**config.mk**
```make
export PLATFORM = sky130hd
export DESIGN_NAME = vga_text_console
export DESIGN_NICKNAME = d
export VERILOG_FILES = /design/src/rtl/vga_text_console.sv
export SDC_FILE = /design/constraint.sdc
export NUM_CORES = 1
export LEC_CHECK = 0
export ABC_AREA = 1
export BUFFER_PORTS_ARGS = -buffer_cell sky130_fd_sc_hd__buf_4
export CAP_MARGIN = 20
export CORE_MARGIN = 2
export CORE_UTILIZATION = 57
export DETAILED_ROUTE_END_ITERATION = 7
export GPL_TIMING_DRIVEN = 0
export PLACE_DENSITY = 0.79
export SLEW_MARGIN = 15
export SYNTH_ARGS = -nofsm -noshare
export SYNTH_HDL_FRONTEND = slang
export SYNTH_SLANG_ARGS = --single-unit
```
**constraint.sdc**
```tcl
create_clock -name clk_25m -period 3.7 [get_ports clk_25m]
set_input_delay 0.37 -clock clk_25m [delete_from_list [all_inputs] [get_ports clk_25m]]
set_output_delay 0.37 -clock clk_25m [all_outputs]
set_load 0.01 [all_outputs]
```
**src/rtl/vga_text_console.sv**
```systemverilog
// Byte-stream front end for the 80x30 text-mode renderer: interprets printables and
// control codes, tracks cursor/colour, and drives the character and colour map write ports.
module vga_text_console #(
    parameter int          COLS          = 80,
    parameter int          ROWS          = 30,
    parameter logic [7:0]  DEFAULT_COLOR = 8'h70
) (
    input  logic        clk_25m,
    input  logic        rst,
    input  logic [7:0]  s_data_i,
    input  logic        s_valid_i,
    output logic        s_ready_o,
    output logic [11:0] ch_map_addr_o,
    output logic [7:0]  ch_map_data_o,
    output logic        ch_map_wen_o,
    output logic [11:0] col_map_addr_o,
    output logic [7:0]  col_map_data_o,
    output logic        col_map_wen_o,
    output logic [6:0]  cursor_col_o,
    output logic [4:0]  cursor_row_o,
    output logic        busy_o
);

    // state    | meaning
    // IDLE     | accepting bytes, printing / handling control codes
    // ESC      | next accepted byte becomes the current colour
    // CLR_LINE | blanking the row the cursor just advanced into
    // CLR_ALL  | blanking the whole screen after a form feed
    typedef enum logic [1:0] {IDLE, ESC, CLR_LINE, CLR_ALL} state_t;

    localparam logic [6:0]  COL_LAST = 7'(COLS - 1);
    localparam logic [4:0]  ROW_LAST = 5'(ROWS - 1);
    localparam logic [11:0] LINE_CNT = 12'(COLS - 1);
    localparam logic [11:0] ALL_CNT  = 12'(COLS * ROWS - 1);

    state_t      state_q;
    logic [6:0]  col_q;
    logic [4:0]  row_q;
    logic [7:0]  color_q;
    logic [11:0] clr_addr_q;
    logic [11:0] clr_cnt_q;
    logic        wen_q;
    logic [11:0] addr_q;
    logic [7:0]  ch_q;
    logic [7:0]  cdat_q;
    logic        ready_q;
    logic        busy_q;

    logic [4:0]  row_adv_d;
    logic [11:0] line_base_d;
    logic [11:0] cell_addr_d;

    // row*80 as (row<<6)+(row<<4); fits in 12 bits for every valid row
    function automatic logic [11:0] row_base(input logic [4:0] r);
        return {1'b0, r, 6'b0} + {3'b0, r, 4'b0};
    endfunction

    assign row_adv_d   = (row_q == ROW_LAST) ? 5'd0 : row_q + 5'd1;
    assign line_base_d = row_base(row_adv_d);
    assign cell_addr_d = row_base(row_q) + {5'b0, col_q};

    always_ff @(posedge clk_25m) begin
        if (rst) begin
            state_q    <= IDLE;
            col_q      <= '0;
            row_q      <= '0;
            color_q    <= DEFAULT_COLOR;
            clr_addr_q <= '0;
            clr_cnt_q  <= '0;
            wen_q      <= 1'b0;
            addr_q     <= '0;
            ch_q       <= '0;
            cdat_q     <= '0;
            ready_q    <= 1'b1;
            busy_q     <= 1'b0;
        end else begin
            wen_q <= 1'b0;
            case (state_q)
                IDLE: begin
                    if (s_valid_i) begin
                        case (s_data_i)
                            8'h1B: state_q <= ESC;
                            8'h0D: col_q <= '0;
                            8'h0A: begin
                                col_q      <= '0;
                                row_q      <= row_adv_d;
                                clr_addr_q <= line_base_d;
                                clr_cnt_q  <= LINE_CNT;
                                state_q    <= CLR_LINE;
                                ready_q    <= 1'b0;
                                busy_q     <= 1'b1;
                            end
                            8'h08: begin
                                if (col_q != 7'd0) col_q <= col_q - 7'd1;
                            end
                            8'h0C: begin
                                col_q      <= '0;
                                row_q      <= '0;
                                clr_addr_q <= '0;
                                clr_cnt_q  <= ALL_CNT;
                                state_q    <= CLR_ALL;
                                ready_q    <= 1'b0;
                                busy_q     <= 1'b1;
                            end
                            default: begin
                                wen_q  <= 1'b1;
                                addr_q <= cell_addr_d;
                                ch_q   <= s_data_i;
                                cdat_q <= color_q;
                                if (col_q == COL_LAST) begin
                                    col_q      <= '0;
                                    row_q      <= row_adv_d;
                                    clr_addr_q <= line_base_d;
                                    clr_cnt_q  <= LINE_CNT;
                                    state_q    <= CLR_LINE;
                                    ready_q    <= 1'b0;
                                    busy_q     <= 1'b1;
                                end else begin
                                    col_q <= col_q + 7'd1;
                                end
                            end
                        endcase
                    end
                end
                ESC: begin
                    if (s_valid_i) begin
                        color_q <= s_data_i;
                        state_q <= IDLE;
                    end
                end
                CLR_LINE, CLR_ALL: begin
                    wen_q      <= 1'b1;
                    addr_q     <= clr_addr_q;
                    ch_q       <= 8'h20;
                    cdat_q     <= color_q;
                    clr_addr_q <= clr_addr_q + 12'd1;
                    if (clr_cnt_q == 12'd0) begin
                        state_q <= IDLE;
                        ready_q <= 1'b1;
                        busy_q  <= 1'b0;
                    end else begin
                        clr_cnt_q <= clr_cnt_q - 12'd1;
                    end
                end
                default: state_q <= IDLE;
            endcase
        end
    end

    assign s_ready_o      = ready_q;
    assign busy_o         = busy_q;
    assign ch_map_addr_o  = addr_q;
    assign ch_map_data_o  = ch_q;
    assign ch_map_wen_o   = wen_q;
    assign col_map_addr_o = addr_q;
    assign col_map_data_o = cdat_q;
    assign col_map_wen_o  = wen_q;
    assign cursor_col_o   = col_q;
    assign cursor_row_o   = row_q;

endmodule

```
# Word level (Yosys, flattened, before mapping)
# Index checks and enable logic that the tools add are counted.
classes:
  mux: 43
  addsub: 8
  eq_ne: 21
  bitwise: 2
  reduce_logical: 19
op_table:
  columns: ["op", "count"]
  rows:
  - ["$mux 12", 7]
  - ["$pmux 12 s2", 3]
  - ["$pmux 12 s3", 2]
  - ["$eq 8x4->1 const B", 4]
  - ["$mux 8", 4]
  - ["$pmux 8 s2", 2]
  - ["$add 11x9->12", 2]
  - ["$pmux 7 s3", 1]
  - ["$ne 2x2->1 const B", 8]
  - ["$pmux 5 s3", 1]
  - ["$reduce_and 5->1", 3]
  - ["$mux 7", 2]
  - ["$add 12x1->12 const B", 1]
  - ["$add 12x7->12", 1]
  - ["$logic_not 12->1", 1]
  - ["$reduce_and 4->1", 3]
  - ["$sub 12x1->12 const B", 1]
  - ["$mux 5", 2]
  - ["$pmux 1 s2", 5]
  - ["$eq 8x5->1 const B", 1]
  - ["$mux 1", 8]
  - ["$mux 2", 4]
  - ["$pmux 2 s4", 1]
  - ["$add 7x1->7 const B", 1]
  - ["20 further kinds", 25]
totals:
  wordCells: 105
  ff_bits: 77
  input_bits: 11

# Logic depth before layout (Yosys ltp)
# Gate-level depths: netlist (run 1).
depth:
  word_depth: 7
  mapped_depth: 16

# Worst setup path after synthesis (run 1)
# No wires, ideal clock.
synth_path:
  path_kind: "reg-to-reg"
  start: "register row_q[2], in the netlist cursor_row_o[2]"
  end: "register addr_q[11], in the netlist ch_map_addr_o[11]"
  path_stages_with_launch: 12
  n_path_buf: 1
  setup_slack_ns: 1.349
  period_less_slack_ns: 2.351
  setup_ns: 0.117
  t_arrival_ns: 2.234
  path_cell_list: "dfxtp_1 > buf_2 > inv_1 > fa_1 > inv_1 > fa_1 > a31oi_1 > nor2_1 > o21ai_0 > o21ai_0 > nor2_1 > nor2_1"
synth_via:
  elab_chain_cells: 5
synth_rtl:
  columns: ["item", "line_no", "text"]
  rows:
  - ["start: declaration", "38", "logic [4:0] row_q;"]
  - ["start signal: assignment", "86", "row_q <= row_adv_d;"]
  - ["start signal: assignment", "112", "row_q <= row_adv_d;"]
  - ["$add 11x9->12", "55", "return {1'b0, r, 6'b0} + {3'b0, r, 4'b0};"]
  - ["$add 12x7->12", "60", "assign cell_addr_d = row_base(row_q) + {5'b0, col_q};"]
  - ["$mux 12", "81", "case (s_data_i)"]
  - ["$mux 12", "80", "if (s_valid_i) begin"]
  - ["$pmux 12 s2", "78", "case (state_q)"]
  - ["end signal: assignment", "107", "addr_q <= cell_addr_d;"]
  - ["end signal: assignment", "133", "addr_q <= clr_addr_q;"]
  - ["end: declaration", "43", "logic [11:0] addr_q;"]
# Every way passes these cells. The select of a mux whose other input is x is not followed.
# A chain may end at the register's enable or synchronous reset.

# Final worst setup path (run 1)
layout_path:
  start: "register row_q[0], in the netlist cursor_row_o[0]"
  end: "register addr_q[11], in the netlist ch_map_addr_o[11]"
# Same word-level chain as after synthesis.

==> reports/results.ini, run 1 <==
[clock_tree]
cts_max_level=3
cts_buffers=9
cts_resized=0
cts_tree=done
cts.sinks=77
cts-root-buf=clkbuf_8
clk_pin_slew_ns=0.09
clk_path_buf_depth=2
hold_buffers=0
postCtsSetupBuffers=0
insertion_delay_ns=0.36

[routing]
viasPerCell=5.40
drc_errors=0
drt_wl_total_mm=12.8
vias=4883
ant_nets=0
drt_iter0_markers=452
drt-pass1-iter-count=5
wire_per_inst_um=14.1

[sta]
worstMarginPinSlew_ns=0.637
setup_ws_ns=1.00
slew_violations=0
fin_setup_tns_ns=0
rsz0062_at_grt=no
setup_violations=0
relSlewSlack_pct=57.5
max_freq_mhz=370
period_needed_ns=2.70
fin_crit_sh_pct=73.0
hold_violations=0
fin_skew_ns=0.0112

[outcome]
status=completed

[placement]
io_buffers=65
placed_cell_area_um2=5330
place.gp.congestion=0.918
place_ws_ns=1.09
hpwlAfterDp_mm=9.66

[worst_setup_path]
crit_path_start=cursor_row_o[0]
path_cells=inv_1, fa_1, inv_1, fa_1, a31oi_1, nor2_1, o21ai_0, o21ai_0, nor2_1, nor2_1
crit_end=ch_map_addr_o[11]
r2r-end=ch_map_addr_o[11]
regToRegSetupSlack_ns=1.0
critPathLaunchType=flip-flop
critPathMaxStageDelay_ns=0.55
cp_max_fo=9
endpoint_kind=flip-flop
reg2reg_depth=10
worstPathArrival_ns=2.95
cp_data_required_time_ns=3.95
slowest_stage=dfxtp_1
timing.rr.start=cursor_row_o[0]
cp_common_cell=nor2_1
worstSetupPathType=reg -> reg

[global_routing]
grt_pass1_vias=4456
grt-ovfl-total=0
grtUsageMet2_pct=49.1
met1_usage_pct=40.3
grt_max_degree=16
grt_pass1_wl_mm=21.1
met3_usage_pct=3.75
grt_antenna_before_repair=0
grt_use_total_pct=29.7
grt-busiest-layer=met2

[cells_and_area]
drive_gt1_share_pct=16.4
layout_commonest_cell=nand2_1
fillers=713
layout_common_cells=172 x nand2_1, 104 x nor2_1, 80 x buf_4
utilization_pct=68.4
diodes=0
nets=827
synthToLayoutAreaGrowth_pct=18.0
finalInstanceArea_um2=5560

[floorplan]
core_area_um2=8130
die-width_um=94.9
pin_count=67
rows=33
die_y_um=94.9
initial_utilization_pct=57.9
dieArea_um2=9010

[logic_synthesis]
syn_area_um2=4710
synth-seq-cells=77
ys_types=36
syn_avg_cell_area_um2=6.56
yosysSeqAreaShare_pct=32.7
syn_nets=751
synthCells=719
synth_warnings=0

[power]
ir_drop_mv=0.222
power_density_nw_per_um2=336
power_leakage_uw=0.00278

[flow_run]
cap_violations=0

[worst_hold_path]
hold_path_class=in -> reg

## registers in the layout, indices dropped and copies added, names as in the netlist
signal,count
color_q,8
ch_map_addr_o,12
clr_cnt_q,12
cursor_row_o,5
cursor_col_o,7
clr_addr_q,12
ch_map_wen_o,1
s_ready_o,1
col_map_data_o,8
ch_map_data_o,8
busy_o,1
state_q,2
## through the flow
step	cells	hold slack (ns)	power, µW
after floorplan	719	0.429	1050
after detailed placement	889	0.452	1150
after global routing	905	0.280	1950
after global placement	889	0.449	1150
final	905	0.285	1870
after CTS	905	0.277	1880
## Yosys cell counts, drive strengths merged
library cell | instances | area [µm²]
a211oi | 1 | 12.5
a21boi | 1 | 7.51
a21oi | 55 | 287
a31oi | 4 | 25.0
buf | 25 | 203
clkbuf | 13 | 48.8
dfxtp | 77 | 1540
fa | 2 | 40.0
ha | 19 | 238
inv | 74 | 283
nand2 | 180 | 706
nand3 | 50 | 250
nand4 | 11 | 68.8
nor2 | 108 | 415
nor3 | 15 | 80.1
nor3b | 2 | 15.0
nor4 | 2 | 12.5
o211ai | 3 | 22.5
o21ai | 54 | 270
o21bai | 2 | 18.8
o221ai | 1 | 8.76
o31ai | 2 | 15.0
or2 | 5 | 31.3
xnor2 | 3 | 26.3
xor2 | 10 | 87.6
## cells by family (layout without fill, tap and decap cells)
group | count (synthesis) | after routing | share of synthesized area (%)
buffers and inverters | 112 | 193 | 11.3
and+or+nand+nor | 373 | 373 | 33.5
adders and majority gates | 21 | 21 | 5.89
DFF | 77 | 77 | 32.7
AOI/OAI and AO/OA | 123 | 123 | 14.1
xor gates and xnor gates | 13 | 13 | 2.42
## critical path: cells and delay by family, from the launching register on
kind,cells,cell delay [ns]
AOI/OAI and AO/OA,3,0.60
adders and majority gates,2,0.99
buffers and inverters,2,0.21
DFF,1,0.55
and+or+nand+nor,3,0.25
## metal layers
layer | part of all wire (%) | vias to the layer above
met5 | 0 | -
met4 | 1.6 | 0
met3 | 6.2 | 25
met2 | 47 | 175
met1 | 46 | 2227
li1 | - | 2456
## worst min path at each step
stage,slack [ns],endpoint,cells past startpoint,startpoint
CTS,0.28,color_q[5],3,s_data_i[5]
global route,0.28,ch_map_data_o[2],3,s_data_i[2]
detailed placement,0.45,col_map_data_o[1],2,col_map_data_o[1]
floorplan,0.43,color_q[5],2,color_q[5]
global placement,0.45,ch_map_data_o[7],2,ch_map_data_o[7]
finish,0.29,color_q[5],3,s_data_i[5]
## where the power goes
group | internal (µW) | switching (µW) | total, µW
Combinational | 111 | 147 | 258
Clock | 390 | 343 | 733
Sequential | 856 | 24.2 | 880
## area by class of cell
cell class	count	area, µm²	area share (%)
multi-input cells	530	2640	47.4
plain buffers	38	251	4.52
flip-flops and latches	77	1540	27.7
clock buffers	9	124	2.23
clock inverters	7	105	1.89
well taps	105	131	2.36
repair buffers	65	488	8.77
inverters	74	283	5.08
Power figures use the tool's default switching activity.
==> inputs of run 2 (changes only) <==
Settings changed: ABC_AREA 1 to 0, PLACE_DENSITY 0.79 to 0.8.
Clock period 3.7 ns to 2.7 ns, I/O delays scaled along.
==> reports/results.ini, run 2 <==
[worst_setup_path]
worstPathArrival_ns=2.94  ; was 2.95 ns
timing.rr.start=cursor_col_o[0]  ; was cursor_row_o[0]
cp_data_required_time_ns=3.00  ; was 3.95 ns
cp_max_fo=10  ; was 9
worstSetupPathType=reg -> reg  ; unchanged
endpoint_kind=flip-flop  ; unchanged
critPathLaunchType=flip-flop  ; unchanged
crit_path_start=cursor_col_o[0]  ; was cursor_row_o[0]

[sta]
worstMarginPinSlew_ns=1.02  ; was 0.637 ns
max_freq_mhz=379  ; was 370 MHz
hold_violations=0  ; unchanged
setup_violations=0  ; unchanged
fin_skew_ns=0.0123  ; was 0.0112 ns
setup_ws_ns=0.0612  ; was 1.00 ns
relSlewSlack_pct=31.2  ; was 57.5%
period_needed_ns=2.64  ; was 2.70 ns
fin_crit_sh_pct=97.7  ; was 73.0%
slew_violations=0  ; unchanged

[logic_synthesis]
yosysSeqAreaShare_pct=34.4  ; was 32.7%
async_flop_share_pct=0  ; unchanged
synth-seq-cells=77  ; unchanged
synthCells=544  ; was 719
ys.flop_type=dfxtp_1  ; unchanged
synth_edf_count=0  ; unchanged
syn_nets=576  ; was 751
ys_top_cells_by_area=dfxtp_1 34%, a21oi_1 5.4%, ha_1 5.3%  ; was dfxtp_1 33%, nand2_1 14%, nor2_1 8.3%
synth_common_cells=77 x dfxtp_1, 55 x nor2_1, 48 x a21oi_1  ; was 172 x nand2_1, 104 x nor2_1, 77 x dfxtp_1
synth_top_area_share_pct=34.4  ; was 32.7%
synth_top_cell_by_area=dfxtp_1  ; unchanged
synth_warnings=0  ; unchanged
syn_avg_cell_area_um2=8.23  ; was 6.56 µm²
ys_types=65  ; was 36
synth.most_common_cell=dfxtp_1  ; was nand2_1
syn_area_um2=4480  ; was 4710 µm²

[clock_tree]
cts_max_level=3  ; unchanged
cts_tree=done  ; unchanged
clk_path_buf_depth=2  ; unchanged
insertion_delay_ns=0.37  ; was 0.36 ns
clk_pin_slew_ns=0.09  ; about the same
hold_buffers=0  ; unchanged
cts-root-buf=clkbuf_8  ; unchanged
cts.sinks=77  ; unchanged
cts_buffers=9  ; unchanged

[power]
power_density_nw_per_um2=447  ; was 336 nW/µm²
ir_drop_mv=0.410  ; was 0.222 mV
power_uw=2430  ; was 1870 µW
power_leakage_uw=0.00231  ; was 0.00278 µW

[routing]
drt_iter0_markers=543  ; was 452
drc_errors=0  ; unchanged
wire_per_inst_um=16.9  ; was 14.1 µm
drt-pass1-iter-count=6  ; was 5
vias=4474  ; was 4883
drt_wl_total_mm=12.4  ; was 12.8 mm
viasPerCell=6.11  ; was 5.40
ant_nets=0  ; unchanged

[floorplan]
dieArea_um2=8580  ; was 9010 µm²
die_y_um=92.6  ; was 94.9 µm
initial_utilization_pct=58.3  ; was 57.9%
rows=32  ; was 33
pin_count=67  ; unchanged
core_area_um2=7690  ; was 8130 µm²
die-width_um=92.6  ; was 94.9 µm

[flow_run]
cap_violations=0  ; unchanged

[global_routing]
grt-ovfl-total=0  ; unchanged
grt_use_total_pct=28.6  ; was 29.7%
grt_antenna_before_repair=0  ; unchanged
grt_max_degree=16  ; unchanged
grt_pass1_wl_mm=19.5  ; was 21.1 mm
grt_pass1_vias=3972  ; was 4456

[cells_and_area]
diodes=0  ; unchanged
fillers=637  ; was 713
layout_commonest_cell=buf_4  ; was nand2_1
nets=657  ; was 827
layout_common_cells=85 x buf_4, 71 x dfxtp_1, 55 x nor2_1  ; was 172 x nand2_1, 104 x nor2_1, 80 x buf_4
synthToLayoutAreaGrowth_pct=21.1  ; was 18.0%
utilization_pct=70.6  ; was 68.4%
drive_gt1_share_pct=22.4  ; was 16.4%

[placement]
place.gp.congestion=0.889  ; was 0.918
hpwlAfterDp_mm=8.69  ; was 9.66 mm
place_ws_ns=-0.377  ; was 1.09 ns
io_buffers=64  ; was 65

[outcome]
status=completed  ; unchanged

[worst_hold_path]
min_from=s_data_i[5]  ; unchanged
hold_path_class=in -> reg  ; unchanged

[run 2: cell types whose count changed in the layout (fill, tap and decap cells not counted), sizes merged, moves of 6 or more]
cell	previous run	this run
clkbuf	22	36
nand4	11	5
o21ai	54	28
inv	77	21
and2	0	6
nor2b	0	9
nand2	180	44
a21o	0	7
nor2	108	55
mux2i	0	21
a211oi	1	10
nand3	50	14
a21oi	55	48
mux2	0	7
[run 2: critical path, cell delays in order (launching register included)]
cell and delay, ns:
dfxtp_4 0.41, ha_4 0.17, or4bb_4 0.55, a211o_1 0.29, a2111oi_4 0.32, buf_4 0.20
o21ai_4 0.10, or3_1 0.37, a21oi_1 0.15
[run 2: power by group]
part	internal (µW)	switching (µW)
sequential	1150	18.7
clock	535	485
combinational	97.3	139
total	1780	642
[run 2: routing by layer]
metal / GRT usage (%) / wire length [µm]
met5: 0 / 0
met4: 8.70 / 227
met3: 5.21 / 904
met2: 48.5 / 5970
met1: 37.2 / 5270
[run 2: timing repair]
| item | in CTS | in global routing |
|---|---|---|
| hold endpoints to repair | 0 | 0 |
| setup endpoints to repair | 30 | 26 |
| gates resized for setup | 14 | 11 |
| pin swaps | 1 | 0 |
| gates cloned | 0 | 0 |
| setup buffers | 2 | 4 |
[run 2: cells by family (layout without fill, tap and decap cells)]
family | after synthesis | after routing | share of synthesized area (%)
xor gates and xnor gates | 15 | 15 | 2.93
buffers and inverters | 65 | 151 | 6.76
adders and majority gates | 22 | 22 | 6.42
and+or+nand+nor | 192 | 192 | 21.2
AOI/OAI and AO/OA | 145 | 145 | 21.8
muxes | 28 | 28 | 6.45
DFF | 77 | 77 | 34.4
[run 2: area by class of cell]
class                      instances  area, µm²  area share [%]
multi-input combinational        402       2680            49.3
timing repair buffer              70        526            9.68
buffer                            47        239            4.40
sequential                        77       1560            28.8
tap                              102        128            2.35
clock buffer                       9        124            2.28
inverter                          18       67.6            1.25
clock inverter                     7        105            1.94
[run 2: path summary, 6_finish.rpt]
path | cells past startpoint | slack (ns) | to
max reg2reg | 8 | 0.06 | clr_cnt_q[9]
min | 3 | 0.16 | color_q[5]
min reg2reg | 2 | 0.46 | busy_o
max | 8 | 0.06 | clr_cnt_q[9]
[run 2: per-stage QoR]
| step | hold WS [ns] | cell area [µm²] | cells | setup TNS [ns] |
|---|---|---|---|---|
| 5_1_grt | 0.170 | 5430 | 732 | -0.00386 |
| 3_3_place_gp | 0.443 | 5090 | 710 | -5.62 |
| 6_report | 0.156 | 5430 | 732 | 0 |
| 3_5_place_dp | 0.448 | 5090 | 710 | -7.52 |
| 4_1_cts | 0.157 | 5360 | 728 | 0 |
| 2_1_floorplan | 0.395 | 4480 | 544 | 0 |
